### src/rtl/edge_update_queue_if.sv
// Bus bundle for edge_update_queue: Avalon-MM slave register port plus the
// update handshake toward the path-search engine.
interface edge_update_queue_if #(
  parameter int NODE_W   = 3,
  parameter int WEIGHT_W = 32
);
  logic                chipselect;
  logic                write;
  logic                read;
  logic [2:0]          address;
  logic [31:0]         writedata;
  logic [31:0]         readdata;
  logic                upd_start;
  logic [NODE_W-1:0]   upd_src;
  logic [NODE_W-1:0]   upd_dst;
  logic [WEIGHT_W-1:0] upd_weight;
  logic                upd_done;

  modport slave (
    input  chipselect, write, read, address, writedata, upd_done,
    output readdata, upd_start, upd_src, upd_dst, upd_weight
  );

  modport master (
    output chipselect, write, read, address, writedata, upd_done,
    input  readdata, upd_start, upd_src, upd_dst, upd_weight
  );
endinterface

### src/rtl/edge_update_queue.sv
// Queues software-written edge updates in a FIFO and issues them one at a
// time to the path-search engine, waiting for upd_done between updates.
module edge_update_queue #(
  parameter int NODE_W   = 3,
  parameter int WEIGHT_W = 32,
  parameter int DEPTH    = 8
) (
  input  logic                clk,
  input  logic                reset,
  edge_update_queue_if.slave  bus
);
  localparam int PTR_W = $clog2(DEPTH);
  localparam int CNT_W = PTR_W + 1;
  localparam int ENT_W = 2 * NODE_W + WEIGHT_W;
  localparam logic [CNT_W-1:0] FULL_CNT = CNT_W'(DEPTH);

  localparam logic [1:0] S_IDLE  = 2'd0;
  localparam logic [1:0] S_ISSUE = 2'd1;
  localparam logic [1:0] S_WAIT  = 2'd2;

  logic [1:0]          r_state;
  logic [CNT_W-1:0]    r_count;
  logic [PTR_W-1:0]    r_wr_ptr;
  logic [PTR_W-1:0]    r_rd_ptr;
  logic                r_overflow;
  logic [NODE_W-1:0]   r_stg_src;
  logic [NODE_W-1:0]   r_stg_dst;
  logic [NODE_W-1:0]   r_upd_src;
  logic [NODE_W-1:0]   r_upd_dst;
  logic [WEIGHT_W-1:0] r_upd_weight;
  logic                r_upd_start;
  logic [ENT_W-1:0]    r_mem [DEPTH];

  logic             w_wr;
  logic             w_stage;
  logic             w_commit;
  logic             w_ctrl;
  logic             w_clr_ovf;
  logic             w_flush;
  logic             w_full;
  logic             w_empty;
  logic             w_pop;
  logic             w_push;
  logic             w_drop;
  logic [ENT_W-1:0] w_entry;
  logic [7:0]       w_cnt8;
  logic [31:0]      w_status;

  assign w_wr      = bus.chipselect & bus.write;
  assign w_stage   = w_wr && (bus.address == 3'd0);
  assign w_commit  = w_wr && (bus.address == 3'd1);
  assign w_ctrl    = w_wr && (bus.address == 3'd2);
  assign w_clr_ovf = w_ctrl & bus.writedata[0];
  assign w_flush   = w_ctrl & bus.writedata[1];

  assign w_full  = (r_count == FULL_CNT);
  assign w_empty = (r_count == '0);

  // A flush empties the queue, so it also suppresses a pop in the same cycle.
  assign w_pop   = (r_state == S_IDLE) && !w_empty && !w_flush;
  assign w_push  = w_commit && !w_flush && (!w_full || w_pop);
  assign w_drop  = w_commit && !w_flush && w_full && !w_pop;
  assign w_entry = {r_stg_src, r_stg_dst, bus.writedata[WEIGHT_W-1:0]};

  assign w_cnt8   = 8'(r_count);
  assign w_status = {20'd0, w_empty, w_full, (r_state != S_IDLE), r_overflow, w_cnt8};

  assign bus.readdata   = (bus.chipselect && bus.read && bus.address == 3'd3) ? w_status : 32'd0;
  assign bus.upd_start  = r_upd_start;
  assign bus.upd_src    = r_upd_src;
  assign bus.upd_dst    = r_upd_dst;
  assign bus.upd_weight = r_upd_weight;

  // NOTE: the storage array has no reset; count and pointers define which
  // entries are valid, so the array can map onto plain RAM.
  always_ff @(posedge clk) begin
    if (w_push) r_mem[r_wr_ptr] <= w_entry;
  end

  // NOTE: all sequential state uses non-blocking assignments so every
  // register samples pre-edge values, e.g. the head read above a same-edge push.
  always_ff @(posedge clk) begin
    if (reset) begin
      r_count    <= '0;
      r_wr_ptr   <= '0;
      r_rd_ptr   <= '0;
      r_overflow <= 1'b0;
      r_stg_src  <= '0;
      r_stg_dst  <= '0;
    end else begin
      if (w_stage) begin
        r_stg_src <= bus.writedata[2*NODE_W-1:NODE_W];
        r_stg_dst <= bus.writedata[NODE_W-1:0];
      end
      if (w_clr_ovf)   r_overflow <= 1'b0;
      else if (w_drop) r_overflow <= 1'b1;

      if (w_flush) begin
        r_count  <= '0;
        r_wr_ptr <= '0;
        r_rd_ptr <= '0;
      end else begin
        if (w_push) r_wr_ptr <= r_wr_ptr + PTR_W'(1);
        if (w_pop)  r_rd_ptr <= r_rd_ptr + PTR_W'(1);
        case ({w_push, w_pop})
          2'b10:   r_count <= r_count + CNT_W'(1);
          2'b01:   r_count <= r_count - CNT_W'(1);
          default: r_count <= r_count;
        endcase
      end
    end
  end

  // Update sequencer: pop into the output registers, pulse start, await done.
  always_ff @(posedge clk) begin
    if (reset) begin
      r_state      <= S_IDLE;
      r_upd_start  <= 1'b0;
      r_upd_src    <= '0;
      r_upd_dst    <= '0;
      r_upd_weight <= '0;
    end else begin
      r_upd_start <= 1'b0;
      case (r_state)
        S_IDLE: begin
          if (w_pop) begin
            {r_upd_src, r_upd_dst, r_upd_weight} <= r_mem[r_rd_ptr];
            r_state <= S_ISSUE;
          end
        end
        S_ISSUE: begin
          r_upd_start <= 1'b1;
          r_state     <= S_WAIT;
        end
        S_WAIT: begin
          if (bus.upd_done) r_state <= S_IDLE;
        end
        default: r_state <= S_IDLE;
      endcase
    end
  end
endmodule

### src/flat_wrapper.sv
// flat-port wrapper written by rule: the top's interface ports become plain ports
module edge_update_queue_flat 
#(
  parameter int NODE_W   = 3,
  parameter int WEIGHT_W = 32,
  parameter int DEPTH    = 8
)
  (clk, reset, bus_chipselect, bus_write, bus_read, bus_address, bus_writedata, bus_upd_done, bus_readdata, bus_upd_start, bus_upd_src, bus_upd_dst, bus_upd_weight);
  edge_update_queue_if #(.NODE_W(NODE_W), .WEIGHT_W(WEIGHT_W)) bus_i ();
  input  logic clk;
  input  logic reset;
  input wire logic [$bits(bus_i.chipselect)-1:0] bus_chipselect;
  input wire logic [$bits(bus_i.write)-1:0] bus_write;
  input wire logic [$bits(bus_i.read)-1:0] bus_read;
  input wire logic [$bits(bus_i.address)-1:0] bus_address;
  input wire logic [$bits(bus_i.writedata)-1:0] bus_writedata;
  input wire logic [$bits(bus_i.upd_done)-1:0] bus_upd_done;
  output wire logic [$bits(bus_i.readdata)-1:0] bus_readdata;
  output wire logic [$bits(bus_i.upd_start)-1:0] bus_upd_start;
  output wire logic [$bits(bus_i.upd_src)-1:0] bus_upd_src;
  output wire logic [$bits(bus_i.upd_dst)-1:0] bus_upd_dst;
  output wire logic [$bits(bus_i.upd_weight)-1:0] bus_upd_weight;
  assign bus_i.chipselect = bus_chipselect;
  assign bus_i.write = bus_write;
  assign bus_i.read = bus_read;
  assign bus_i.address = bus_address;
  assign bus_i.writedata = bus_writedata;
  assign bus_i.upd_done = bus_upd_done;
  assign bus_readdata = bus_i.readdata;
  assign bus_upd_start = bus_i.upd_start;
  assign bus_upd_src = bus_i.upd_src;
  assign bus_upd_dst = bus_i.upd_dst;
  assign bus_upd_weight = bus_i.upd_weight;
  edge_update_queue #(.NODE_W(NODE_W), .WEIGHT_W(WEIGHT_W), .DEPTH(DEPTH)) u_core (.clk(clk), .reset(reset), .bus(bus_i));
endmodule
### config.mk
export PLATFORM = sky130hd
export DESIGN_NAME = edge_update_queue_flat
export DESIGN_NICKNAME = d
export VERILOG_FILES = /design/src/rtl/edge_update_queue_if.sv /design/src/rtl/edge_update_queue.sv /design/src/flat_wrapper.sv
export SDC_FILE = /design/constraint.sdc
export NUM_CORES = 1
export LEC_CHECK = 0
export ABC_CLOCK_PERIOD_IN_PS = 13300
export BUFFER_PORTS_ARGS = -buffer_cell sky130_fd_sc_hd__buf_4
export CAP_MARGIN = 15
export CORE_UTILIZATION = 45
export DETAILED_ROUTE_END_ITERATION = 12
export GPL_TIMING_DRIVEN = 0
export SKIP_CTS_REPAIR_TIMING = 1
export SYNTH_ARGS = -nofsm -noshare
export SYNTH_HDL_FRONTEND = slang
export SYNTH_SLANG_ARGS = --single-unit
### constraint.sdc
create_clock -name clk -period 13.3 [get_ports clk]
set_input_delay 1.33 -clock clk [delete_from_list [all_inputs] [get_ports clk]]
set_output_delay 1.33 -clock clk [all_outputs]
set_load 0.03 [all_outputs]
Word level (Yosys, flattened, before mapping):

Memories as Yosys holds them, arrays and structs flattened. A register that Yosys moved wholly into a read port is not among the register bits.
Cells that the tools add are included.

* register bits: 20
* bits in writable memories: 304
* output and inout port bits: 71
* logic and storage cells: 59
* memories: 1

* add/sub/neg operators: 4
* eq/ne operators: 10
* multiplexer cells: 8
* bitwise logic cells: 3
* reduce and logical (&&, ||, !) cells: 25

Memories
* u_core.r_mem: words 8, bits a word 38, read ports 1, clocked after memory_dff 1, wr ports 1, line edge_update_queue.sv:32 `logic [ENT_W-1:0] r_mem [DEPTH];`

Operator list (count)
* $mux W12: 1
* $logic_and A1 B1 Y1: 11
* $pmux W4 S2: 1
* $add A3 B1 Y3 const B: 2
* $eq A3 B2 Y1 const B: 2
* $pmux W2 S3: 1
* $add A4 B1 Y4 const B: 1
* $eq A2 B1 Y1 const B: 2
* $eq A2 B2 Y1 const B: 2
* $eq A4 B4 Y1 const B: 1
* $logic_not A1 Y1: 4
* $logic_not A4 Y1: 1
* $mux W2: 2
* $reduce_and A2 Y1: 2
* $reduce_bool A2 Y1: 2
* $reduce_or A2 Y1: 2
* $sub A4 B1 Y4 const B: 1
* $and A1 B1 Y1: 3
* $eq A3 B1 Y1 const B: 1
* $logic_not A3 Y1: 1
* $mux W1: 3
* $logic_not A2 Y1: 1
* $ne A2 B1 Y1 const B: 1
* $ne A2 B2 Y1 const B: 1
* $logic_or A1 B1 Y1: 1

Longest topological paths before layout:

* depth in word-level cells: 9
* depth in mapped cells: 12
* mapped depth without buffers: 12

Worst setup path after synthesis:

No wires, ideal clock.

* path kind: input-to-reg
* start point: input port bus_address[0]
* end point: memory u_core.r_mem[0][0] (netlist name) (enable)
* setup time: 528 ps
* arrival time: 5841 ps
* data required time: 12772 ps
* path slack: 6931 ps
* stages: 5
* path buffers: 0
* cell sequence: nand2_1 > nor4b_1 > o21a_1 > inv_1 > nor4_1

* longest elaborated chain between the ends: 9
* elaborated cells on any way between the ends: 12

RTL lines
* start, declared: line flat_wrapper.sv:15 `input wire logic [$bits(bus_i.address)-1:0] bus_address;`
* $eq A3 B2 Y1: line edge_update_queue.sv:52 `assign w_ctrl = w_wr && (bus.address == 3'd2);`
* $logic_and A1 B1 Y1: line edge_update_queue.sv:52
* $and A1 B1 Y1: line edge_update_queue.sv:54 `assign w_flush = w_ctrl & bus.writedata[1];`
* $logic_not A1 Y1: line edge_update_queue.sv:60, edge_update_queue.sv:61
* $logic_and A1 B1 Y1: line edge_update_queue.sv:60 `assign w_pop = (r_state == S_IDLE) && !w_empty && !w_flush;`
* $logic_or A1 B1 Y1: line edge_update_queue.sv:61 `assign w_push = w_commit && !w_flush && (!w_full || w_pop);`
* $logic_and A1 B1 Y1 *: line edge_update_queue.sv:61
* $mux W1 *: line edge_update_queue.sv:77 `if (w_push) r_mem[r_wr_ptr] <= w_entry;`
* $mux W1 (not written as such) *: line edge_update_queue.sv:77
* end, declared: line edge_update_queue.sv:32

Mark *: on every way between the ends. The rest lies on a longest branch, timed or not.

Worst setup path after layout:

* start point: input port bus_address[2]
* end point: memory u_core.r_mem[0][24] (netlist name) (enable)

The elaborated chain is that of the path after synthesis.

==> impl_results.md <==
* TritonCTS clock tree: done
* Routed wire length at 30200 um
* Final clock skew at about 0.015 ns
* Summed area of non-filler cells in the final layout at around 17000 sq um
* Skew-Pair Late Insertion Delay at around 0.52 ns
* Placed Instance Area at roughly 16000 sq um
* Met1 global-route usage at 25.8%
* Post-Syn Area per Cell at ~20 sq um
* Kind of start point of the critical path: input pin
* Fraction of the yosys area taken by sequential cells at about three quarters
* Share of Yosys cell area claimed by the top area cell type at ~65%
* Share of final-layout standard cells stronger than drive strength 1 at a little over a third
* Largest net degree at the start of global routing at 22
* Worst hold path stage count at 2
* Length in cells of the worst reg-to-reg path at 12
* Largest fanout on the critical path at 7
* Power per cell area at roughly 190 nW/um^2
* Final critical delay including setup and external delays at between 3 and 4 ns
* Number of enable flip-flop cells after synthesis at around 300
* HP Class: register to register
* DR WL/cell at ~23 um
* Unrepaired setup endpoints after global routing: no
* Height of the chip at 178 um
* Effective utilization at floorplan at between 40% and 50%
* Capturing point of the worst reg2reg path: u_core.r_count[2]
* P_leak at 5.65 nW
* Number of synthesized register bits at 362
* Status: completed
* Startpoint of the lowest-slack register-to-register path: u_core.r_count[0]
* Antenna fix cells at 0
* Arrival time worst endpoint at approximately 3.8 ns
* Clock network fraction of design power at between 30 and 40%
* Total of max-cap violations at 0
* Max clock buf depth at 3
* Vias at around 7.1k
* Post-detailed-route count of antenna-violating nets at 0
* Grt met3 use at about 2.9%
* Area of the mapped netlist at 14000 sq um
* CTS clock-pin slew for the worst setup and hold paths at roughly 0.060 ns
* Initial antenna violation count at 0
* Number of nets in the layout at about 950
* Area Overhead vs Synth at 21.1%
* Placed wire-length estimate after detailed placement at 20200 um
* Most frequent standard cell in the layout excluding fill and tap cells: edfxtp_1
* # H-tree levels at 2
* Via count of the first global-routing pass at 7519
* Design Power at approximately 3.2 mW
* Number of buffers created by CTS at 38
* Worst slew margin relative to its limit at ~37%
* GRT Resource Usage Total at about a fifth
* Highest-count cells in the layout ignoring fill and taps: edfxtp_1, buf_4, mux4_2
* Max VDD drop at 0.000120 V
* Distinct cell type count after synthesis at 40
* Die Outline Area at 31800 sq um
* Count of placed standard cells including taps at 1256
* Number of hold-slack violations in the final timing report at 0
* Layer carrying the most global-route usage: met2
* Net Switching at about 0.94 mW
* Most area-hungry cell type in the Yosys netlist: edfxtp_1
* Pint at about 2.3 mW
* Number of endpoints failing setup at the final stage at 0
* Remaining Overflow, GRT at 0
* Final cell count without fillers at between 1k and 1.5k
* Initial DRT Pass Iterations at 4
* Area of the placeable core at slightly above 30000 sq um
* Origin of the worst min-delay path: u_core.r_state[1]
* GPL Wtd Cong at 0.733
* Worst Hold Endpoint: u_core.r_state[1]
* Type of element capturing the critical path: register
* Sum of negative setup slack at 0 ns
* DRC Markers at 0
* Post-route clock period utilization at between 20 and 30%
* Syn. warnings at 0
* Count of boundary I/O pins at 112
* Switching part of the total power at 29.0%
* First-pass GRT wire length at around 45000 um
* Power share of the combinational group at between 20% and 30%
* Transition time at the pin with the least slew margin at approximately 0.95 ns
* Per-cell via count in the routed design at 5.37
* M2 GR Usage at 34.4%
* Area contributors post-synth: edfxtp_1, mux4_2, dfxtp_1
* Data required time at the worst endpoint at roughly 14 ns
* Root Buffer Master: clkbuf_16
* Portion of total power attributed to sequential cells at 41.0%
* Count of standard-cell rows at 64
* Max-slew violations at 0
* CP Class: input pin to register
* Width of the chip at about 180 um
* Cell count after synthesis at 717
* Proportion of register bits with asynchronous set or reset after synthesis at 0%
* Clock Sink Count at between 300 and 400
* Setup slack of the worst register-to-register path at about 10 ns
* Fmax at around 280 MHz
* DRC marker count from the first detailed-route iteration at 475
* Port bufs at 87
* Primary FF master, synth: edfxtp_1
-- area by class of cell --
| type | count | area, sq um |
|---|---|---|
| Clock inverter | 8 | 114 |
| Tap cell | 396 | 495 |
| Buffer | 60 | 373 |
| Clock buffer | 61 | 1150 |
| Multi-Input combinational cell | 315 | 3450 |
| Sequential cell | 362 | 10300 |
| Timing Repair Buffer | 120 | 1060 |
| Fill cell | 2398 | 13600 |
| Inverter | 3 | 13.8 |
-- layer usage --
| metal | part of all wire (%) | vias to the layer above |
|---|---|---|
| li1 | - | 3198 |
| met1 | 42 | 3660 |
| met2 | 52 | 211 |
| met3 | 4.9 | 45 |
| met4 | 1.7 | 0 |
| met5 | 0 | - |
-- power by group through the flow --
stage	registers (mW)	clock network [mW]	logic, mW
global placement	1.34	0	0.841
detailed placement	1.35	0	0.859
floorplan	1.42	0	0.523
global route	1.33	1.12	0.911
finish	1.32	1.06	0.845
CTS	1.32	1.08	0.863
-- worst max-delay path, cell delays in order --
cell and delay [ns]:
buf_4 0.12, nor4b_1 0.65, o21a_1 0.29, inv_1 0.16, nor4_2 0.29, buf_4 0.26, buf_6 0.17, buf_4 0.19
buf_6 0.15, buf_4 0.19
-- cells in the mapped netlist, drive strengths merged, types with 2 or more instances --
master and instances:
ha 5, a211oi 38, o21ai 2, nand2b 6, clkbuf 17, or3 3, inv 3, o211ai 3
nor3 6, mux2i 49, a21oi 7, buf 43, mux4 76, nor2 58, a21o 2, xor2 4
nand2 13, edfxtp 304, dfxtp 58, and2 6
-- state kept, by name, indices dropped and copies added (netlist names) --
name	flops
u_core.bus.upd_dst	3
u_core.bus.upd_src	3
u_core.bus.upd_start	1
u_core.bus.upd_weight	32
u_core.r_count	4
u_core.r_mem	304
u_core.r_overflow	1
u_core.r_rd_ptr	3
u_core.r_state	2
u_core.r_stg_dst	3
u_core.r_stg_src	3
u_core.r_wr_ptr	3
-- logic make-up (layout without fill, tap and decap cells) --
group / Yosys count / count (layout) / synth area share, %
xor gates and xnor gates: 4 / 4 / 0.250
muxes: 125 / 125 / 15.7
AOI/OAI and AO/OA: 57 / 57 / 3.98
adders and majority gates: 5 / 5 / 0.447
buffers and inverters: 63 / 252 / 2.76
and+or+nand+nor: 100 / 100 / 3.27
DFF: 362 / 362 / 73.5
other: 1 / 24 / 0.0268
-- stage by stage --
stage | worst slack, ns | utilization [%] | hold slack (ns)
2_1_floorplan | 6.93 | - | 0.445
3_3_place_gp | 2.12 | 49.8 | 0.461
3_5_place_dp | 9.18 | 51.3 | 0.465
4_1_cts | 9.73 | 55.4 | 0.473
5_1_grt | 9.59 | 55.4 | 0.510
6_report | 9.72 | 55.4 | 0.475
-- worst max-delay path by stage --
stage / cells past startpoint / from / end
final: 10 / bus_address[2] / u_core.r_mem[0][24]
after global routing: 10 / bus_address[2] / u_core.r_mem[0][17]
after CTS: 10 / bus_address[2] / u_core.r_mem[0][17]
after detailed placement: 10 / bus_address[2] / u_core.r_mem[0][17]
after global placement: 5 / bus_address[2] / u_core.r_mem[0][14]
after floorplan: 5 / bus_address[0] / u_core.r_mem[0][0]
Power figures use the tool's default switching activity.
